<file path="src/rtl/subpel_pass_scheduler.sv">
// subpel_pass_scheduler: issue sequencer for the HEVC subpixel interpolation
// datapath. One block is a horizontal pass over every integer row, followed by
// a vertical pass over every column of the integer, A, B and C planes.
// Write-back tags trail the issue slots by PIPE_LAT unstalled cycles.
// Optional build macro: SUBPEL_PERF_CNT_EN enables the busy/stall counters.
module subpel_pass_scheduler #(
  parameter int NUM_PIXEL = 8,
  parameter int TAPS      = 8,
  parameter int PIPE_LAT  = 1
) (
  input  logic        clk,
  input  logic        reset,
  input  logic        start,
  input  logic        stall,
  output logic        busy,
  output logic        done,
  output logic        fir_en,
  output logic        src_valid,
  output logic        src_dir,
  output logic [1:0]  src_plane,
  output logic [7:0]  src_idx,
  output logic        wr_en,
  output logic        wr_dir,
  output logic [1:0]  wr_plane,
  output logic [7:0]  wr_idx,
  output logic [15:0] perf_busy_cycles,
  output logic [15:0] perf_stall_cycles
);

  localparam int ROWS = NUM_PIXEL + TAPS - 1;

  typedef enum logic [2:0] {IDLE, HPASS, VPASS, DRAIN, DONE} state_t;

  typedef struct packed {
    logic       v;
    logic       dir;
    logic [1:0] plane;
    logic [7:0] idx;
  } tag_t;

  state_t     state;
  logic       dir_q;
  logic [1:0] plane_q;
  logic [7:0] idx_q;
  logic [2:0] drain_cnt;
  tag_t       pipe_q [PIPE_LAT];
  tag_t       last_tag;

  assign busy      = (state != IDLE);
  assign done      = (state == DONE);
  assign fir_en    = busy & ~stall;
  assign src_valid = ((state == HPASS) || (state == VPASS)) & ~stall;
  assign src_dir   = dir_q;
  assign src_plane = plane_q;
  assign src_idx   = idx_q;

  assign last_tag  = pipe_q[PIPE_LAT-1];
  assign wr_en     = last_tag.v & ~stall;
  assign wr_dir    = wr_en & last_tag.dir;
  assign wr_plane  = wr_en ? last_tag.plane : '0;
  assign wr_idx    = wr_en ? last_tag.idx : '0;

  // Pass sequencing: the index registers double as the issue-slot tag and are
  // zeroed on leaving VPASS so they read 0 outside the two passes.
  always_ff @(posedge clk) begin
    if (reset) begin
      state     <= IDLE;
      dir_q     <= 1'b0;
      plane_q   <= '0;
      idx_q     <= '0;
      drain_cnt <= '0;
    end else begin
      case (state)
        IDLE: begin
          if (start) begin
            state   <= HPASS;
            dir_q   <= 1'b0;
            plane_q <= '0;
            idx_q   <= '0;
          end
        end
        HPASS: begin
          if (!stall) begin
            if (idx_q == 8'(ROWS - 1)) begin
              state   <= VPASS;
              dir_q   <= 1'b1;
              plane_q <= '0;
              idx_q   <= '0;
            end else begin
              idx_q <= idx_q + 8'd1;
            end
          end
        end
        VPASS: begin
          if (!stall) begin
            if (idx_q == 8'(NUM_PIXEL - 1)) begin
              idx_q <= '0;
              if (plane_q == 2'd3) begin
                state     <= DRAIN;
                dir_q     <= 1'b0;
                plane_q   <= '0;
                drain_cnt <= '0;
              end else begin
                plane_q <= plane_q + 2'd1;
              end
            end else begin
              idx_q <= idx_q + 8'd1;
            end
          end
        end
        DRAIN: begin
          if (!stall) begin
            if (drain_cnt == 3'(PIPE_LAT - 1)) state <= DONE;
            else drain_cnt <= drain_cnt + 3'd1;
          end
        end
        DONE:    state <= IDLE;
        default: state <= IDLE;
      endcase
    end
  end

  // Write-back tag pipeline, frozen together with issue while stalled.
  always_ff @(posedge clk) begin
    if (reset) begin
      for (int unsigned i = 0; i < PIPE_LAT; i++) pipe_q[i] <= '0;
    end else if (!stall) begin
      pipe_q[0] <= '{v: src_valid, dir: dir_q, plane: plane_q, idx: idx_q};
      for (int unsigned i = 1; i < PIPE_LAT; i++) pipe_q[i] <= pipe_q[i-1];
    end
  end

`ifdef SUBPEL_PERF_CNT_EN
  logic [15:0] perf_busy_q;
  logic [15:0] perf_stall_q;

  assign perf_busy_cycles  = perf_busy_q;
  assign perf_stall_cycles = perf_stall_q;

  // Saturating busy/stall counters, restarted whenever a block is accepted.
  always_ff @(posedge clk) begin
    if (reset || (state == IDLE && start)) begin
      perf_busy_q  <= '0;
      perf_stall_q <= '0;
    end else if (busy) begin
      if (perf_busy_q != '1) perf_busy_q <= perf_busy_q + 16'd1;
      if (stall && perf_stall_q != '1) perf_stall_q <= perf_stall_q + 16'd1;
    end
  end
`else
  assign perf_busy_cycles  = '0;
  assign perf_stall_cycles = '0;
`endif

endmodule
</file>
<file path="config.mk">
export PLATFORM = sky130hd
export DESIGN_NAME = subpel_pass_scheduler
export DESIGN_NICKNAME = d
export VERILOG_FILES = /design/src/rtl/subpel_pass_scheduler.sv
export SDC_FILE = /design/constraint.sdc
export NUM_CORES = 1
export LEC_CHECK = 0
export BUFFER_PORTS_ARGS = -buffer_cell sky130_fd_sc_hd__buf_2
export CAP_MARGIN = 5
export CORE_MARGIN = 3
export CORE_UTILIZATION = 35
export CTS_CLUSTER_DIAMETER = 80
export DETAILED_ROUTE_END_ITERATION = 10
export GPL_TIMING_DRIVEN = 0
export PLACE_DENSITY = 0.7
export SYNTH_ARGS = -nofsm -noshare
export SYNTH_HDL_FRONTEND = slang
export SYNTH_SLANG_ARGS = --single-unit
</file>
<file path="constraint.sdc">
create_clock -name clk -period 1.8 [get_ports clk]
set_clock_uncertainty 0.05 [all_clocks]
set_input_delay 0.36 -clock clk [delete_from_list [all_inputs] [get_ports clk]]
set_output_delay 0.36 -clock clk [all_outputs]
set_load 0.05 [all_outputs]
</file>
==> results by group <==
GRT
  – Tot GR Track Use: a little under an eighth
  – Largest net degree at the start of global routing: 13
  – Initial antenna violation count: 0
  – First-pass GRT wire length: around 5700 um
  – Final global-route overflow total: 0
  – Vias in the first global route: 1,268

Route
  – First-pass DRT Iterations: 4
  – Via count: about 1,500
  – Residual DRC: 0
  – Post-route ant nets: 0
  – Iteration-0 DRC count of the detailed router: 35
  – Vias/cell: about 4.4
  – Routed wire length: between 3000 and 4000 um
  – WL per Instance: around 11 um

Cells and area
  – Diode count: 0
  – Design Area, Final: between 0.002 and 0.0025 mm^2
  – Filler instances: between 400 and 500
  – Synthesis-to-layout area growth: 35.0%
  – Share of post-route cells with drive strength above 1: between 40% and 50%
  – Nets: about 280

Placement
  – Pre-CTS setup slack: -0.261 ns
  – Post-DP Area: around 0.0022 mm^2
  – Port Buffers: 30
  – Hpwl dp: roughly 2700 um
  – Routability cong.: ~0.87

Floorplanning
  – Starting Density: a little under two fifths
  – Core footprint: ~0.0048 mm^2
  – FP Rows: 25
  – DIE AREA: about 0.006 mm^2
  – Die width: about 77 um
  – # IOs: 63
  – Die Y: between 70 and 80 um

Clocking
  – CTS tree: done
  – Cts bufs inserted: 5
  – CTS max path bufs: 2
  – Post-cts hold buffer count: 0
  – Htree depth: 2
  – Worst-path clk slew: ~0.06 ns
  – Clock Sinks: 29
  – Clk_lat worst skew: 0.27 ns
  – Root buffer cell: clkbuf_8

Run
  – Number of max-cap violations: 0

Worst setup path
  – Largest stage delay, worst path: between 0.3 and 0.4 ns
  – Critical path depth: 5
  – Critical path class: reg -> out
  – Crit path max fanout: 6
  – FF-to-FF path depth: 6
  – CP delay by family, top: flip-flops
  – Worst path arrival time: roughly 1.4 ns
  – Crit path from: state[0]$_SDFFE_PP0P_
  – Worst path required time: 1.39 ns
  – Crit end category: output port
  – Worst-path cell chain: xnor2_2, or2_0, buf_4, nor2_4, buf_6
  – Buf/Inv on CP: 2
  – Highest-delay cell along the critical path: dfxtp_4
  – FF-to-FF Start: src_idx[0]$_SDFFE_PP0P_
  – Startpoint Class: register

Synth
  – Area leader, netlist: edfxtp_1
  – Ys async rst share: 0%
  – Largest family of logic cells by synthesized area: simple AND/OR/NAND/NOR gates
  – Synth warnings: 0
  – Yosys cell types: 43
  – Cell area after synthesis: between 0.0015 and 0.002 mm^2
  – XOR/XNOR share of the synthesized area: under 10%
  – Syn Inst Count: 194
  – Synth top area share: 20.2%
  – Mapped Avg Cell Area: ~9.2 um^2
  – Flops & latches, synth: 29
  – Most instantiated library cell after synthesis: buf_4
  – Adder-cell share of the synthesized area: 3.50%
  – Mux contribution to synthesized area: under 10%
  – Most frequent cells after synthesis: buf_4, and2_1, nor2_1
  – Synth area leaders: edfxtp_1, dfxtp_1, buf_4
  – Compound-gate portion of the synthesized area: between 10% and 20%
  – Number of synthesized flops with an enable pin: 12
  – Post-Synth Simple-Gate Area: approximately a quarter
  – Sequential share of the synthesized area: 39.2%
  – Top_reg_cell synth: dfxtp_1

Worst hold path
  – Hold Startpoint: reset
  – Hold path depth: 3
  – Hold Path Class: in -> reg

Power and ir drop
  – VDD IR max: between 900 and 1000 uV
  – Sequential share of power: between 30% and 40%
  – Comb power frac: 51.6%
  – Int Power: between 1500 and 2000 uW
  – P_leak: roughly 0.0012 uW
  – Power share of the clock group: between 10% and 20%
  – Cell Pwr Density: around 1200 mW/mm^2
  – Psw: ~1300 uW
  – Switching share of power: 44.9%

STA
  – RSZ-0062 raised after global routing: true
  – Max Slew Vio Count: 0
  – Final Hold Viols: 0
  – Max Freq: 561 MHz
  – Final setup viols: 0
  – Period utilization: about 99%
  – Tmin final: roughly 1.8 ns
  – Max transition margin: 65.1%
  – Tightest Pin Transition: approximately 0.52 ns
  – Fin worst setup slack: 0.0165 ns

Status
  – Status: complete, no violations
power groups by stage:
| stage | clock network, uW | logic [uW] | registers [uW] |
|---|---|---|---|
| 2_1_floorplan | 0 | 974 | 938 |
| 3_3_place_gp | 0 | 1280 | 846 |
| 3_5_place_dp | 0 | 1290 | 852 |
| 4_1_cts | 510 | 1350 | 853 |
| 5_1_grt | 544 | 1550 | 866 |
| 6_report | 494 | 1440 | 856 |
routing by layer:
metal | routed length [um] | track usage, % | vias up
li1 | - | - | 750
met5 | 0 | 0 | -
met2 | 1700 | 19.9 | 57
met4 | 68 | 4.45 | 0
met3 | 255 | 3.83 | 7
met1 | 1590 | 14.1 | 646
worst register-to-register path: cells and delay by family (launching register included):
kind | cells | cell delay [ns]
adders and majority gates | 1 | 0.17
AOI/OAI and AO/OA | 2 | 0.57
and+or+nand+nor | 3 | 0.44
DFF | 1 | 0.39
repair_timing:
item / in CTS / in global routing
gates resized for setup: 22 / 22
hold endpoints to repair: 0 / 0
pin swaps: 2 / 3
setup endpoints to repair: 16 / 22
buffers inserted: 1 / 4
sequential cells by signal, summed over array words and instances, names as in the netlist:
name	count
state	3
src_dir	1
drain_cnt	3
src_idx	8
src_plane	2
pipe_q	12
cell families after synthesis:
family | Yosys count
fa+ha+maj | 5
xor+xnor | 7
flops | 29
mux | 3
simple gates | 76
buf+inv | 47
other cells | 1
compound gates | 26
through the flow:
stage	TNS (ns)	std cells	total power (uW)	utilization [%]	hold slack, ns
after floorplan	-0.104	225	1910	-	0.413
after global placement	-2.66	322	2130	45.2	0.417
after detailed placement	-3.15	322	2140	45.2	0.423
after CTS	-0.0313	331	2720	48.4	0.425
after global routing	-0.0781	335	2960	50.1	0.421
final	0	335	2790	50.1	0.421
final cells by class:
cell class / count / area, um^2 / share of cell area [%]
plain buffers: 39 / 289 / 12.0
clock buffers: 5 / 68.8 / 2.85
clock inverters: 3 / 12.5 / 0.519
inverters: 8 / 30.0 / 1.25
multi-input cells: 149 / 971 / 40.3
flip-flops and latches: 29 / 723 / 30.0
well taps: 67 / 83.8 / 3.48
repair buffers: 35 / 233 / 9.65
final timing paths:
check / end / slack (ns)
max reg2reg: drain_cnt[0]$_SDFFE_PP0P_ / 0.08
min: drain_cnt[2]$_SDFFE_PP0P_ / 0.42
min reg2reg: src_plane[0]$_SDFFE_PP0P_ / 0.43
max: src_valid / 0.02
cell usage in the layout, fill, tap and decap left out, drive strengths merged, types with 2 or more instances in the layout:
| cell type | count |
|---|---|
| a21oi | 5 |
| a31o | 2 |
| a31oi | 3 |
| and2 | 23 |
| and3 | 2 |
| buf | 71 |
| clkbuf | 8 |
| clkinv | 3 |
| conb | 32 |
| dfxtp | 17 |
| edfxtp | 12 |
| ha | 5 |
| inv | 8 |
| mux2i | 2 |
| nand2 | 5 |
| nand2b | 2 |
| nand3 | 3 |
| nand4 | 4 |
| nor2 | 18 |
| nor2b | 4 |
| nor3 | 6 |
| o21ai | 6 |
| or3 | 3 |
| xnor2 | 2 |
| xor2 | 5 |
(Power assumes the default switching activity.)
